$ cat config.mk
export PLATFORM = sky130hd
export DESIGN_NAME = fastinput_frame_sequencer_flat
export DESIGN_NICKNAME = d
export VERILOG_FILES = /design/src/rtl/fastinput_frame_sequencer_if.sv /design/src/rtl/fastinput_frame_sequencer.sv /design/src/flat_wrapper.sv
export SDC_FILE = /design/constraint.sdc
export NUM_CORES = 1
export LEC_CHECK = 0
export BUFFER_PORTS_ARGS = -buffer_cell sky130_fd_sc_hd__buf_4
export CORE_ASPECT_RATIO = 1.4
export CORE_MARGIN = 2
export CORE_UTILIZATION = 30
export CTS_CLUSTER_SIZE = 8
export DETAILED_ROUTE_END_ITERATION = 10
export GPL_ROUTABILITY_DRIVEN = 0
export PLACE_DENSITY = 0.51
export SLEW_MARGIN = 20
export SYNTH_ARGS = -nofsm -noshare
export SYNTH_HDL_FRONTEND = slang
export SYNTH_SLANG_ARGS = --single-unit
$ cat constraint.sdc
create_clock -name clk -period 5.45 [get_ports clk]
set_input_delay 0.545 -clock clk [delete_from_list [all_inputs] [get_ports clk]]
set_output_delay 0.545 -clock clk [all_outputs]
set_load 0.1 [all_outputs]
$ cat src/rtl/fastinput_frame_sequencer_if.sv
// Signal bundle between the fast-input frame sequencer and the UART RX/TX, the
// channel counters and the status consumers around it.
interface fastinput_frame_sequencer_if #(
    parameter int NUM_CH = 4
);
    logic [7:0]            rx_data;
    logic                  rx_done;
    logic [32*NUM_CH-1:0]  ch_data;
    logic                  tx_done;
    logic                  tx_start;
    logic [7:0]            tx_data;
    logic                  clr_req;
    logic                  busy;
    logic                  frame_done;
    logic                  timeout_err;

    // master is the sequencer; slave is the surrounding RX/TX/counter logic
    modport master (
        input  rx_data, rx_done, ch_data, tx_done,
        output tx_start, tx_data, clr_req, busy, frame_done, timeout_err
    );

    modport slave (
        output rx_data, rx_done, ch_data, tx_done,
        input  tx_start, tx_data, clr_req, busy, frame_done, timeout_err
    );
endinterface

$ cat src/rtl/fastinput_frame_sequencer.sv
// Request-driven response framer: snapshots all channel counters on a read command and
// walks the frame one byte at a time through the UART transmitter's start/done handshake.
module fastinput_frame_sequencer #(
    parameter int         NUM_CH       = 4,
    parameter logic [7:0] HDR_BYTE     = 8'h06,
    parameter logic [7:0] CMD_READ     = 8'h05,
    parameter logic [7:0] CMD_READ_CLR = 8'h0A,
    parameter int         TIMEOUT_CYC  = 50000
) (
    input  logic                        clk,
    input  logic                        rst,
    fastinput_frame_sequencer_if.master bus
);
    localparam int FRAME_LEN = 4 * NUM_CH + 3;
    localparam int IW        = $clog2(FRAME_LEN);
    localparam int TW        = $clog2(TIMEOUT_CYC);

    localparam logic [IW-1:0] IDX_LAST   = IW'(FRAME_LEN - 1);
    localparam logic [TW-1:0] TIMER_LAST = TW'(TIMEOUT_CYC - 1);

    localparam logic [1:0] ST_IDLE = 2'd0;
    localparam logic [1:0] ST_LOAD = 2'd1;
    localparam logic [1:0] ST_WAIT = 2'd2;

    logic [1:0]    state_reg, state_next;
    logic [IW-1:0] idx_reg, idx_next;
    logic [TW-1:0] timer_reg, timer_next;
    logic [31:0]   snap_reg [NUM_CH];
    logic [15:0]   csum_reg, csum_next;
    logic [7:0]    tx_data_reg;
    logic          clr_req_reg, clr_req_next;
    logic          frame_done_reg, frame_done_next;
    logic          timeout_err_reg, timeout_err_next;
    logic          req_valid;
    logic          accept;
    logic          load_byte;
    logic [7:0]    frame_byte [FRAME_LEN];

    assign req_valid = bus.rx_done &&
                       ((bus.rx_data == CMD_READ) || (bus.rx_data == CMD_READ_CLR));

    // The frame_done cycle already reads as idle, but a request landing there is dropped.
    assign accept = (state_reg == ST_IDLE) && req_valid && !frame_done_reg;

    // Only the low 16 bits of the 32-bit channel sum are transmitted, so the
    // low halves alone are enough.
    always_comb begin
        csum_next = '0;
        for (int i = 0; i < NUM_CH; i++) begin
            csum_next = csum_next + snap_reg[i][15:0];
        end
    end

    assign frame_byte[0]           = HDR_BYTE;
    assign frame_byte[FRAME_LEN-2] = csum_reg[7:0];
    assign frame_byte[FRAME_LEN-1] = csum_reg[15:8];

    genvar gi, gb;
    generate
        for (gi = 0; gi < NUM_CH; gi++) begin : g_ch
            for (gb = 0; gb < 4; gb++) begin : g_byte
                assign frame_byte[1 + 4*gi + gb] = snap_reg[gi][8*gb +: 8];
            end
        end
    endgenerate

    always_comb begin
        state_next       = state_reg;
        idx_next         = idx_reg;
        timer_next       = timer_reg;
        load_byte        = 1'b0;
        clr_req_next     = 1'b0;
        frame_done_next  = 1'b0;
        timeout_err_next = 1'b0;
        case (state_reg)
            ST_IDLE: begin
                if (accept) begin
                    state_next   = ST_LOAD;
                    idx_next     = '0;
                    timer_next   = '0;
                    load_byte    = 1'b1;
                    clr_req_next = (bus.rx_data == CMD_READ_CLR);
                end
            end
            ST_LOAD: begin
                state_next = ST_WAIT;
                timer_next = timer_reg + 1'b1;
            end
            ST_WAIT: begin
                timer_next = timer_reg + 1'b1;
                // tx_done takes priority over a timeout expiring in the same cycle
                if (bus.tx_done) begin
                    if (idx_reg == IDX_LAST) begin
                        state_next      = ST_IDLE;
                        frame_done_next = 1'b1;
                    end else begin
                        state_next = ST_LOAD;
                        idx_next   = idx_reg + 1'b1;
                        timer_next = '0;
                        load_byte  = 1'b1;
                    end
                end else if (timer_reg == TIMER_LAST) begin
                    state_next       = ST_IDLE;
                    timeout_err_next = 1'b1;
                end
            end
            default: begin
                state_next = ST_IDLE;
            end
        endcase
    end

    // timer_reg counts cycles since the byte's tx_start, so the terminal WAIT
    // cycle is TIMEOUT_CYC-1 cycles after it and timeout_err lands at TIMEOUT_CYC.
    always_ff @(posedge clk) begin
        if (rst) begin
            state_reg       <= ST_IDLE;
            idx_reg         <= '0;
            timer_reg       <= '0;
            csum_reg        <= '0;
            tx_data_reg     <= '0;
            clr_req_reg     <= 1'b0;
            frame_done_reg  <= 1'b0;
            timeout_err_reg <= 1'b0;
            for (int i = 0; i < NUM_CH; i++) begin
                snap_reg[i] <= '0;
            end
        end else begin
            state_reg       <= state_next;
            idx_reg         <= idx_next;
            timer_reg       <= timer_next;
            csum_reg        <= csum_next;
            clr_req_reg     <= clr_req_next;
            frame_done_reg  <= frame_done_next;
            timeout_err_reg <= timeout_err_next;
            if (load_byte) begin
                tx_data_reg <= frame_byte[idx_next];
            end
            if (accept) begin
                for (int i = 0; i < NUM_CH; i++) begin
                    snap_reg[i] <= bus.ch_data[32*i +: 32];
                end
            end
        end
    end

    assign bus.tx_start    = (state_reg == ST_LOAD);
    assign bus.tx_data     = tx_data_reg;
    assign bus.clr_req     = clr_req_reg;
    assign bus.busy        = (state_reg != ST_IDLE);
    assign bus.frame_done  = frame_done_reg;
    assign bus.timeout_err = timeout_err_reg;
endmodule

$ cat src/flat_wrapper.sv
// flat-port wrapper written by rule: the top's interface ports become plain ports
module fastinput_frame_sequencer_flat 
#(
    parameter int         NUM_CH       = 4,
    parameter logic [7:0] HDR_BYTE     = 8'h06,
    parameter logic [7:0] CMD_READ     = 8'h05,
    parameter logic [7:0] CMD_READ_CLR = 8'h0A,
    parameter int         TIMEOUT_CYC  = 50000
)
  (clk, rst, bus_rx_data, bus_rx_done, bus_ch_data, bus_tx_done, bus_tx_start, bus_tx_data, bus_clr_req, bus_busy, bus_frame_done, bus_timeout_err);
  fastinput_frame_sequencer_if #(.NUM_CH(NUM_CH)) bus_i ();
  input  logic clk;
  input  logic rst;
  input wire logic [$bits(bus_i.rx_data)-1:0] bus_rx_data;
  input wire logic [$bits(bus_i.rx_done)-1:0] bus_rx_done;
  input wire logic [$bits(bus_i.ch_data)-1:0] bus_ch_data;
  input wire logic [$bits(bus_i.tx_done)-1:0] bus_tx_done;
  output wire logic [$bits(bus_i.tx_start)-1:0] bus_tx_start;
  output wire logic [$bits(bus_i.tx_data)-1:0] bus_tx_data;
  output wire logic [$bits(bus_i.clr_req)-1:0] bus_clr_req;
  output wire logic [$bits(bus_i.busy)-1:0] bus_busy;
  output wire logic [$bits(bus_i.frame_done)-1:0] bus_frame_done;
  output wire logic [$bits(bus_i.timeout_err)-1:0] bus_timeout_err;
  assign bus_i.rx_data = bus_rx_data;
  assign bus_i.rx_done = bus_rx_done;
  assign bus_i.ch_data = bus_ch_data;
  assign bus_i.tx_done = bus_tx_done;
  assign bus_tx_start = bus_i.tx_start;
  assign bus_tx_data = bus_i.tx_data;
  assign bus_clr_req = bus_i.clr_req;
  assign bus_busy = bus_i.busy;
  assign bus_frame_done = bus_i.frame_done;
  assign bus_timeout_err = bus_i.timeout_err;
  fastinput_frame_sequencer #(.NUM_CH(NUM_CH), .HDR_BYTE(HDR_BYTE), .CMD_READ(CMD_READ), .CMD_READ_CLR(CMD_READ_CLR), .TIMEOUT_CYC(TIMEOUT_CYC)) u_core (.clk(clk), .rst(rst), .bus(bus_i));
endmodule
Word-level counts from Yosys, hierarchy flattened
Memories as Yosys holds them, arrays and structs flattened.
Cells that the tools add are included.
Cells by class
  add/sub/neg operators: 5
  order comparisons: 1
  equal/unequal tests: 8
  multiplexer cells: 30
  bitwise logic cells: 9
  reductions and logical operators: 13
Operators with widths (count)
  $mux 32: 4
  $add 16x16->16: 3
  $mux 16: 3
  $pmux 16 s3: 1
  $bmux 8 s5: 1
  $add 16x1->16 const B: 1
  $eq 16x16->1 const B: 1
  $mux 8: 2
  $mux 5: 3
  $mux 1: 10
  $pmux 5 s2: 1
  $reduce_or 3->1: 3
  $eq 8x3->1 const B: 1
  $eq 8x4->1 const B: 1
  $ge 6x6->1 const B: 1
  $mux 2: 3
  $not 5->6: 1
  $pmux 2 s3: 1
  $add 5x1->5 const B: 1
  $eq 5x5->1 const B: 1
  $not 1->1: 4
  $or 1x1->1: 4
  $reduce_and 2->1: 2
  $logic_and 1x1->1: 3
  10 further kinds: 10
Storage, ports and cells
  register bits: 50
  bits in writable memories: 128
  output and inout bits: 13
  memories: 1
Memory list
  u_core.snap_reg: words 4, width 32, rd ports 4, clocked after memory_dff 0, wr ports 4, line fastinput_frame_sequencer.sv:28  | logic [31:0] snap_reg [NUM_CH];

Logic depth before layout (Yosys ltp)
Gate-level depths: netlist of the first run.
  depth in word-level cells: 11
  gate-level depth with buffers: 13

Worst setup path after synthesis of the first run
No wires, ideal clock.
  kind: register to register
  start: reg u_core.frame_done_reg (netlist: u_core.bus.frame_done)
  end: reg u_core.tx_data_reg[0] (netlist: u_core.bus.tx_data[0])
  library setup time: 0.082 ns
  arrival: 5.127 ns
  data required time: 5.368 ns
  path slack: 0.241 ns
  stages on the path, launching flop included: 7
  period minus slack after synthesis: 5.209 ns
  path through: dfxtp_1 -> and3b_1 -> o211ai_4 -> nand2b_1 -> a21oi_1 -> nand2_1 -> o2111ai_1
On the way
  word-level cells in the longest chain between the ends: 8
  elaborated cells between the ends (all ways): 10
Ends and longest elaborated chain
  start: declaration: line fastinput_frame_sequencer.sv:32  | logic frame_done_reg, frame_done_next;
  start signal: assignment: line fastinput_frame_sequencer.sv:134  | frame_done_reg <= frame_done_next;
  $logic_not 1->1 (*): line fastinput_frame_sequencer.sv:43  | assign accept = (state_reg == ST_IDLE) && req_valid && !frame_done_reg;
  $logic_and 1x1->1 (*): line fastinput_frame_sequencer.sv:43
  $mux 5: line fastinput_frame_sequencer.sv:77  | if (accept) begin
  $pmux 5 s2: line fastinput_frame_sequencer.sv:75  | case (state_reg)
  $not 5->6 (not written as such): line fastinput_frame_sequencer.sv:137  | tx_data_reg <= frame_byte[idx_next];
  $bmux 8 s5: line fastinput_frame_sequencer.sv:137
  $mux 8 (not written as such) (2 in series): line fastinput_frame_sequencer.sv:137
  end signal: assignment: line fastinput_frame_sequencer.sv:137
  end: declaration: line fastinput_frame_sequencer.sv:30  | logic [7:0] tx_data_reg;
Mark *: on every way between the ends. The rest lies on a longest branch, timed or not. The select of a mux whose other input is x is not followed.
A chain may end at the register's enable or synchronous reset.

==> results of run 1 <==
==> cells by family after synthesis <==
group | synth area share
adder cells (fa/ha/maj) | 0.09044
buffers and inverters | 0.05349
AO/OA/AOI/OAI | 0.1028
multiplexers | 0.05297
AND/OR/NAND/NOR | 0.1738
flip-flops | 0.5003
XOR/XNOR | 0.02623
==> final cells by class <==
| class | count | area, um2 | area share |
|---|---|---|---|
| clock inverters | 13 | 162.7 | 0.01384 |
| multi-input cells | 552 | 4337 | 0.3690 |
| clock buffers | 18 | 429.2 | 0.03651 |
| flip-flops and latches | 178 | 4845 | 0.4122 |
| well taps | 395 | 494.2 | 0.04205 |
| repair buffers | 156 | 1171 | 0.09964 |
| inverters | 84 | 315.3 | 0.02683 |
==> metal layers <==
layer	GRT usage	wire, um
met1	0.1784	10540
met2	0.2922	14240
met3	0.02340	717
met4	0.07829	1080
met5	0	0
==> worst max-delay path by stage <==
stage,startpoint,end,slack [ns],cells past startpoint
detailed placement,bus_rx_data[5],u_core.bus.tx_data[4],1.59,10
floorplan,u_core.bus.frame_done,u_core.bus.tx_data[0],0.24,6
global placement,bus_rx_data[5],u_core.bus.tx_data[4],1.70,10
global route,u_core.snap_reg[0][34],u_core.csum_reg[14],1.42,13
CTS,u_core.snap_reg[0][34],u_core.csum_reg[14],1.70,13
finish,u_core.snap_reg[0][34],u_core.csum_reg[14],1.66,13
==> worst max-delay path: stages (launching register included) <==
cell	delay (ns)
edfxtp_1	0.40
inv_1	0.09
fa_1	0.45
fa_1	0.60
inv_1	0.06
ha_1	0.30
a211oi_1	0.34
o21bai_1	0.15
a31oi_1	0.27
o21ai_0	0.17
o41ai_1	0.41
o21ai_0	0.19
xnor2_1	0.16
nor2_1	0.05
==> stage by stage <==
stage	cell area (um2)	hold WS, ns
CTS	11750	0.3220
detailed placement	11160	0.5014
floorplan	9684	0.4707
global route	11750	0.3345
global placement	11160	0.4964
finish	11750	0.3478
==> layout by cell type, fill, tap and decap left out, types with 4 or more instances in the layout <==
cell       count
nand2_1       31
ha_1          22
dfxtp_1       50
mux2_2         5
a211oi_1      25
nand2b_1       5
nand4_1        9
fa_1          30
a21oi_1       22
nor2_1        59
nor2b_1       12
o211ai_1       5
nand3_1        7
mux2i_1       31
a22o_1         5
clkbuf_16     17
clkinv_4       5
a21o_1         5
and3_1         4
edfxtp_1     128
a211o_1       16
and2_1       131
a32oi_1        5
o21ai_0       11
o2111ai_1      9
xnor2_1       15
nor3_1        10
mux2_1         9
inv_1         84
xor2_1        14
buf_4        156
==> power by group <==
group	internal, mW	total (mW)	switching (mW)	leakage [nW]
sequential	1.51	1.55	0.0355	1.73
combinational	0.201	0.464	0.263	2.94
clock	0.719	1.25	0.530	0.286
==> results.toml, run 1 <==
[clock_network]
clock-root-buffer = "clkbuf_16"
cts_tree = "done"
cts_resized = 0
clkLatencyLatePin_ns = 0.44
cts_inserted_buffers = 17
cts_sinks = 178
clk_pin_slew_ns = 0.07
clockBufferDepth = 2
hold_buffers = 0
cts_setup_buffers = 0
h-tree-depth = 4

[pwr]
p_per_area_nw_per_um2 = 277.6
power_mw = 3.262
leakagePower_nw = 4.956
ir_drop_uv = 217.6

[worst_hold_path]
hold_path.class = "in2reg"
hold-path-cell-count = 2
min_to = "u_core.bus.timeout_err"
min-delay-start = "bus_tx_done"

[die]
rows = 77
die_h_um = 216.6
ios = 153
die_w_um = 155.9
core_area_um2 = 31700
start_util = 0.3055
dieArea_um2 = 33750

[sta]
setup_ws_ns = 1.663
rsz0062_at_grt = "no"
min_period_ns = 3.787
skew_ns = 0.01070
worst_pin_slew_ns = 1.038
setup_viol_count_final = 0
finalSetupTns_ns = 0
fin_crit_sh = 0.6949
clock.fmax_ghz = 0.2640
slew_headroom = 0.3082
hold_viol_final = 0
slew_viol_final = 0

[worst_setup_path]
critical_path_class = "reg2reg"
endpoint_kind = "flip-flop"
path_max_fanout = 2
crit_required_ns = 5.76
reg2regPathDepth = 13
critPathLaunchType = "flip-flop"
critPathArrivalTime_ns = 4.09
worstReg2RegStart = "u_core.snap_reg[0][34]"
r2r_slack_ns = 1.66
r2r-end = "u_core.csum_reg[14]"

[synth]
synth_area_um2 = 9684
ys_warn_count = 0
synth_top_area_cell = "edfxtp_1"
ys_async_sr_fraction = 0
synth_seq_cells = 178
synthFlopType = "edfxtp_1"
ys_types = 66
ys_seq_area_frac = 0.5003
ys_top_cells_by_count = "and2_1, edfxtp_1, inv_1"
syn_avg_cell_area_um2 = 11.34
synth_enable_flop_cells = 128
synth_fp_nets = 1046
synth_area_leaders = "edfxtp_1, dfxtp_1, and2_1"
yosysMostFrequentCell = "and2_1"
synth_top_area_share = 0.3969
syn_inst = 854

[route]
via_per_inst = 4.687
detail_route.wl_per_cell_um = 19.03
post-route-drc-count = 0
antenna_left = 0
finalWirelength_mm = 26.57
first_iter_violations = 344
vias = 6543
drt_pass1_iterations = 6

[placement]
preCtsSetupSlack_ns = 1.589
dp_cells = 1365
port_buffers = 152
hpwlAfterDp_mm = 21.15

[layout]
nNetsFinal = 1181
fill_cells = 3179
areaGrowthSynthToFinish_pct = 21.37
largest_reg_flops = 128
finish.utilization = 0.3708
stdcell_count = 1396
antenna_cells = 0
drive_gt1_frac = 0.2098

[grt]
grt_max_degree = 92
grt_use_total = 0.1593
antenna_found_initial = 0
grt-ovfl-total = 0
grt_pass1_vias = 6755
grt_pass1_wl_mm = 39.27

[flow_run]
maxCapViolCount = 0

[status]
status = "complete, no violations"
No activity file was read; power rests on OpenSTA's default activity.
==> run 2, diff against run 1 <==
--- a/config.mk
+++ b/config.mk
@@ -5,6 +5,7 @@
 export SDC_FILE = /design/constraint.sdc
 export NUM_CORES = 1
 export LEC_CHECK = 0
+export ABC_AREA = 1
 export BUFFER_PORTS_ARGS = -buffer_cell sky130_fd_sc_hd__buf_4
 export CORE_ASPECT_RATIO = 1.4
 export CORE_MARGIN = 2
@@ -12,7 +13,7 @@
 export CTS_CLUSTER_SIZE = 8
 export DETAILED_ROUTE_END_ITERATION = 10
 export GPL_ROUTABILITY_DRIVEN = 0
-export PLACE_DENSITY = 0.51
+export PLACE_DENSITY = 0.49
 export SLEW_MARGIN = 20
 export SYNTH_ARGS = -nofsm -noshare
 export SYNTH_HDL_FRONTEND = slang
==> constraint.sdc (replaced) <==
create_clock -name clk -period 3.97 [get_ports clk]
set_input_delay 0.397 -clock clk [delete_from_list [all_inputs] [get_ports clk]]
set_output_delay 0.397 -clock clk [all_outputs]
set_load 0.1 [all_outputs]
==> run 2 against run 1 <==
Effect of this change: first-iteration DRC count grew 31%; critical endpoint is now u_core.csum_reg[15]; maximum frequency up 13%; largest power group unchanged; largest cell class unchanged; core utilization decreased by 0.21 points.
==> results.toml, run 2 <==
[clock_network]
clkLatencyLatePin_ns = 0.44
cts_resized = 0
clock-root-buffer = "clkbuf_16"
cts_setup_buffers = 0
cts_tree = "done"
cts_inserted_buffers = 17
hold_buffers = 0
cts_sinks = 178
clockBufferDepth = 2
clk_pin_slew_ns = 0.07
h-tree-depth = 4

[pwr]
seqPwrFrac = 0.374
combPwrFrac = 0.319
p_sw_mw = 2.061
power_switching_share = 0.3573
ir_drop_uv = 355.9
p_int_mw = 3.708
p_per_area_nw_per_um2 = 461.1
power_mw = 5.769
leakagePower_nw = 6.027
clock_power_share = 0.307

[synth]
syn_inst = 1256
syn_avg_cell_area_um2 = 8.174
synth_top_area_cell = "edfxtp_1"
ys_warn_count = 0
yosysMostFrequentCell = "inv_1"
ys_async_sr_fraction = 0
synth_area_um2 = 10270
synth_fp_nets = 1448
synth_area_leaders = "edfxtp_1, inv_1, dfxtp_1"
ys_seq_area_frac = 0.4719
ys_top_cells_by_count = "inv_1, nand2_1, nor2_1"
synthFlopType = "edfxtp_1"
synth_enable_flop_cells = 128
ys_types = 41
synth_top_area_share = 0.3744
synth_seq_cells = 178

[grt]
grt.busiest_layer = "met2"
grt_pass1_vias = 8334
grt_max_degree = 56
grt_pass1_wl_mm = 44.64
use_met1 = 0.1875
grtUsageMet3 = 0.02361
grt_use_total = 0.1649
grt-ovfl-total = 0
met2_usage = 0.3032
antenna_found_initial = 0

[sta]
fin_crit_sh = 0.8431
worst_pin_slew_ns = 0.7878
skew_ns = 0.01229
clock.fmax_ghz = 0.2988
setup_viol_count_final = 0
setup_ws_ns = 0.6230
min_period_ns = 3.347
hold_viol_final = 0
rsz0062_at_grt = "no"
finalSetupTns_ns = 0
holdWs_ns = 0.1920
slew_headroom = 0.4737
slew_viol_final = 0

[placement]
hpwlAfterDp_mm = 22.63
preCtsSetupSlack_ns = 0.6607
dp_cells = 1832
placed_cell_area_um2 = 11890
port_buffers = 152

[layout]
final_common_cell = "inv_1"
areaGrowthSynthToFinish_pct = 21.86
nNetsFinal = 1592
antenna_cells = 0
largest_reg_flops = 128
layout_common_cells = "inv_1, nor2_1, nand2_1, buf_4, nand3_1"
fill_cells = 3590
finish.utilization = 0.3687
design_area_um2 = 12510
drive_gt1_frac = 0.1621
stdcell_count = 1864

[worst_setup_path]
cp_cell_sequence = "inv_1, fa_1, fa_1, inv_1, ha_1, a21oi_1, nand2_1, a21oi_1, o21ai_0, a21oi_1, inv_1, nand4_1, nand2_1, xor2_1, nor2_1"
r2r_slack_ns = 0.62
reg2regPathDepth = 15
cp_slowest_cell = "fa_1"
crit_required_ns = 4.29
critical_path_class = "reg2reg"
critical_path.max_stage_delay_ns = 0.55
critPathArrivalTime_ns = 3.67
critPathLaunchType = "flip-flop"
path_max_fanout = 5
endpoint_kind = "flip-flop"

[die]
start_util = 0.3025
dieArea_um2 = 35740
ios = 153
rows = 80
core_area_um2 = 33930
die_w_um = 160.3
die_h_um = 222.9

[route]
first_iter_violations = 451
drt_pass1_iterations = 7
vias = 8150
detail_route.wl_per_cell_um = 15.53
finalWirelength_mm = 28.95
post-route-drc-count = 0
via_per_inst = 4.372
antenna_left = 0

[worst_hold_path]
hold_path.class = "in2reg"
hold-path-cell-count = 2

[flow_run]
maxCapViolCount = 0

[status]
status = "complete, no violations"
## run 2: cell count changes after synthesis, sizes merged, moves of 31 or more
cell | before | now
inv | 84 | 307
nand2 | 31 | 197
and2 | 131 | 0
nor2 | 63 | 194
nand3 | 7 | 135
mux2i | 31 | 0
## run 2: critical path, delay by kind of cell, from the launching register on
family,cells,cell delay [ns]
XOR/XNOR,1,0.16
buffers and inverters,3,0.19
flip-flops,1,0.34
AO/OA/AOI/OAI,4,0.83
AND/OR/NAND/NOR,4,0.31
adder cells (fa/ha/maj),3,1.40
## run 2: final cells by class
| cell class | instances | area [um2] | share of cell area |
|---|---|---|---|
| multi-input cells | 727 | 4050 | 0.3237 |
| well taps | 451 | 564.3 | 0.04510 |
| flip-flops and latches | 178 | 4845 | 0.3872 |
| repair buffers | 168 | 1274 | 0.1018 |
| clock buffers | 25 | 529.3 | 0.04230 |
| clock inverters | 7 | 92.59 | 0.007401 |
| inverters | 308 | 1156 | 0.09241 |
## run 2: power by group through the flow
stage | Clock [mW] | Sequential [mW] | Combinational [mW]
after global placement | 0 | 2.19 | 1.84
final | 1.77 | 2.16 | 1.84
after CTS | 1.82 | 2.16 | 1.86
after detailed placement | 0 | 2.20 | 1.85
after global routing | 1.88 | 2.17 | 2.03
after floorplan | 0 | 2.28 | 1.18
## run 2: path summary, 6_finish.rpt
path                           from                      to
max reg2reg  u_core.snap_reg[0][68]     u_core.csum_reg[15]
min                     bus_tx_done  u_core.bus.timeout_err
min reg2reg     u_core.timer_reg[5]     u_core.timer_reg[5]
max          u_core.snap_reg[0][68]     u_core.csum_reg[15]
## run 2: cell families (layout without fill, tap and decap cells)
kind of cell	after synthesis	count (layout)	share of synthesized area
flops	178	178	0.4719
compound gates	104	104	0.05997
xor+xnor	12	12	0.01024
simple gates	559	559	0.2375
buf+inv	351	508	0.1350
fa+ha+maj	52	52	0.08531
## run 2: layer usage
| metal | vias up | part of all wire | wire, um |
|---|---|---|---|
| li1 | 4168 | - | - |
| met3 | 53 | 0.037 | 1084 |
| met4 | 0 | 0.040 | 1158 |
| met1 | 3726 | 0.39 | 11410 |
| met5 | - | 0 | 0 |
| met2 | 203 | 0.53 | 15290 |
==> run 3, diff against run 2 <==
--- a/config.mk
+++ b/config.mk
@@ -5,7 +5,7 @@
 export SDC_FILE = /design/constraint.sdc
 export NUM_CORES = 1
 export LEC_CHECK = 0
-export ABC_AREA = 1
+export ABC_AREA = 0
 export BUFFER_PORTS_ARGS = -buffer_cell sky130_fd_sc_hd__buf_4
 export CORE_ASPECT_RATIO = 1.4
 export CORE_MARGIN = 2
@@ -13,7 +13,7 @@
 export CTS_CLUSTER_SIZE = 8
 export DETAILED_ROUTE_END_ITERATION = 10
 export GPL_ROUTABILITY_DRIVEN = 0
-export PLACE_DENSITY = 0.49
+export PLACE_DENSITY = 0.51
 export SLEW_MARGIN = 20
 export SYNTH_ARGS = -nofsm -noshare
 export SYNTH_HDL_FRONTEND = slang
==> constraint.sdc (replaced) <==
create_clock -name clk -period 3 [get_ports clk]
set_input_delay 0.3 -clock clk [delete_from_list [all_inputs] [get_ports clk]]
set_output_delay 0.3 -clock clk [all_outputs]
set_load 0.1 [all_outputs]
==> run 3 against run 2 <==
Effect of this change: the run now ends with setup timing left; register-to-register slack got worse by 0.92 ns; total power rose by 5.3%; maximum frequency rose by 1.4%; sequential share of layout area fell by 0.068 points; non-clock buffer count rose by 62; critical path type unchanged; highest routed layer is now met5.
==> results.toml, run 3 (same netlist as run 1, synthesis figures left out) <==
[die]
die_h_um = 216.6
ios = 153
die_w_um = 155.9
dieArea_um2 = 33750
start_util = 0.3055
rows = 77
core_area_um2 = 31700

[sta]
min_period_ns = 3.300
finalSetupTns_ns = -1.766
setup_viol_count_final = 7
worst_pin_slew_ns = 0.5880
rsz0062_at_grt = "yes"
slew_headroom = 0.6047
setup_ws_ns = -0.2996
slew_viol_final = 0
skew_ns = 0.009359
clock.fmax_ghz = 0.3031
fin_crit_sh = 1.100
hold_viol_final = 0

[layout]
areaGrowthSynthToFinish_pct = 29.44
layout_common_cells = "buf_4, and2_1, edfxtp_1, inv_1, nor2_1"
largest_reg_flops = 128
nNetsFinal = 1255
antenna_cells = 0
regArea_um2 = 4846
multiInputGateArea_um2 = 4536
drive_gt1_frac = 0.2928
fill_cells = 3081
final_common_cell = "buf_4"

[clock_network]
clock-root-buffer = "clkbuf_16"
h-tree-depth = 4
cts_sinks = 178
clkLatencyLatePin_ns = 0.44
cts_tree = "done"
clockBufferDepth = 2
clk_pin_slew_ns = 0.07
cts_inserted_buffers = 17

[worst_setup_path]
cp_slowest_cell = "fa_1"
r2r_slack_ns = -0.30
critical_path.max_stage_delay_ns = 0.53
cp_cell_sequence = "inv_2, fa_1, fa_1, inv_2, ha_4, a211oi_4, o21bai_4, a31oi_4, o21ai_2, o41ai_2, buf_4, xor2_1, nor2_1"
critical_path_class = "reg2reg"
endpoint_kind = "flip-flop"
critPathLaunchType = "flip-flop"
path_max_fanout = 2
crit_required_ns = 3.31
critPathArrivalTime_ns = 3.61

[flow_run]
maxCapViolCount = 0

[route]
via_per_inst = 4.708
vias = 6926
finalWirelength_mm = 27.80
first_iter_violations = 389
antenna_left = 0
post-route-drc-count = 0
detail_route.wl_per_cell_um = 18.90
drt_pass1_iterations = 5

[grt]
grt-ovfl-total = 0
antenna_found_initial = 1
grt_use_total = 0.1666
grt_pass1_wl_mm = 41.34
grt_max_degree = 92
grt_pass1_vias = 7240

[pwr]
ir_drop_uv = 262.9
p_per_area_nw_per_um2 = 484.7
power_mw = 6.077
leakagePower_nw = 5.344

[worst_hold_path]
hold_path.class = "in2reg"

[placement]
port_buffers = 152
hpwlAfterDp_mm = 21.59

[status]
status = "finished with violations"
violations = "setup timing"
==> run 3: changes by cell type in the layout (fill, tap and decap cells not counted), sizes merged, moves of 30 or more <==
cell and change:
inv -220, nand2 -166, and2 +131, nor2 -131
nand3 -128, buf +62, mux2i +31, a21oi -30
==> run 3: area by class of cell <==
| class | instances | share of cell area |
|---|---|---|
| sequential | 178 | 0.3866 |
| multi-input combinational | 552 | 0.3618 |
| timing repair buffer | 230 | 0.1425 |
| tap | 395 | 0.03943 |
| clock buffer | 18 | 0.03423 |
| inverter | 84 | 0.02515 |
| clock inverter | 14 | 0.01028 |
==> run 3: per-stage QoR <==
stage	instance area, um2	setup slack (ns)	util	instances	hold WS [ns]
6_report	12540	-0.2996	0.3955	1471	0.1035
5_1_grt	12540	-0.4512	0.3955	1471	0.08929
4_1_cts	12300	-0.2502	0.3882	1461	0.07971
3_5_place_dp	11590	-0.4154	0.3656	1415	0.5044
3_3_place_gp	11590	-0.3465	0.3656	1415	0.4995
2_1_floorplan	9718	-0.1555	-	854	0.4707
==> run 3: layer usage <==
| layer | part of all wire | vias up | global-route usage |
|---|---|---|---|
| met4 | 0.047 | 2 | 0.08930 |
| met5 | 0.00047 | - | 0 |
| met3 | 0.031 | 48 | 0.03059 |
| met1 | 0.39 | 3287 | 0.1855 |
| li1 | - | 3399 | - |
| met2 | 0.53 | 190 | 0.2987 |
==> run 3: worst max-delay path, delay by kind of cell, from the launching register on <==
| kind | cells | cell delay, ns |
|---|---|---|
| AO/OA/AOI/OAI | 5 | 1.08 |
| XOR/XNOR | 1 | 0.13 |
| adder cells (fa/ha/maj) | 3 | 1.19 |
| buffers and inverters | 3 | 0.30 |
| flip-flops | 1 | 0.41 |
| AND/OR/NAND/NOR | 1 | 0.05 |
==> run 3: what timing repair did <==
| item | CTS | global route |
|---|---|---|
| endpoints found under the setup margin | 8 | 18 |
| buffers inserted | 14 | 13 |
| pin swaps | 16 | 24 |
| cloned | 0 | 0 |
| resized for setup | 11 | 28 |
| hold buffers | 0 | 0 |
==> run 3: worst paths after layout <==
check                                end  cells after the start             startpoint
setup reg to reg     u_core.csum_reg[12]                     13  u_core.snap_reg[0][2]
hold / removal    u_core.bus.timeout_err                      2            bus_tx_done
hold reg to reg      u_core.timer_reg[1]                      2    u_core.timer_reg[1]
setup / recovery     u_core.csum_reg[12]                     13  u_core.snap_reg[0][2]
==> run 3: where the power goes <==
| part | leakage [nW] | internal (mW) | switching [mW] |
|---|---|---|---|
| clock | 0.277 | 1.16 | 1.02 |
| sequential | 1.73 | 2.75 | 0.0611 |
| combinational | 3.34 | 0.527 | 0.568 |
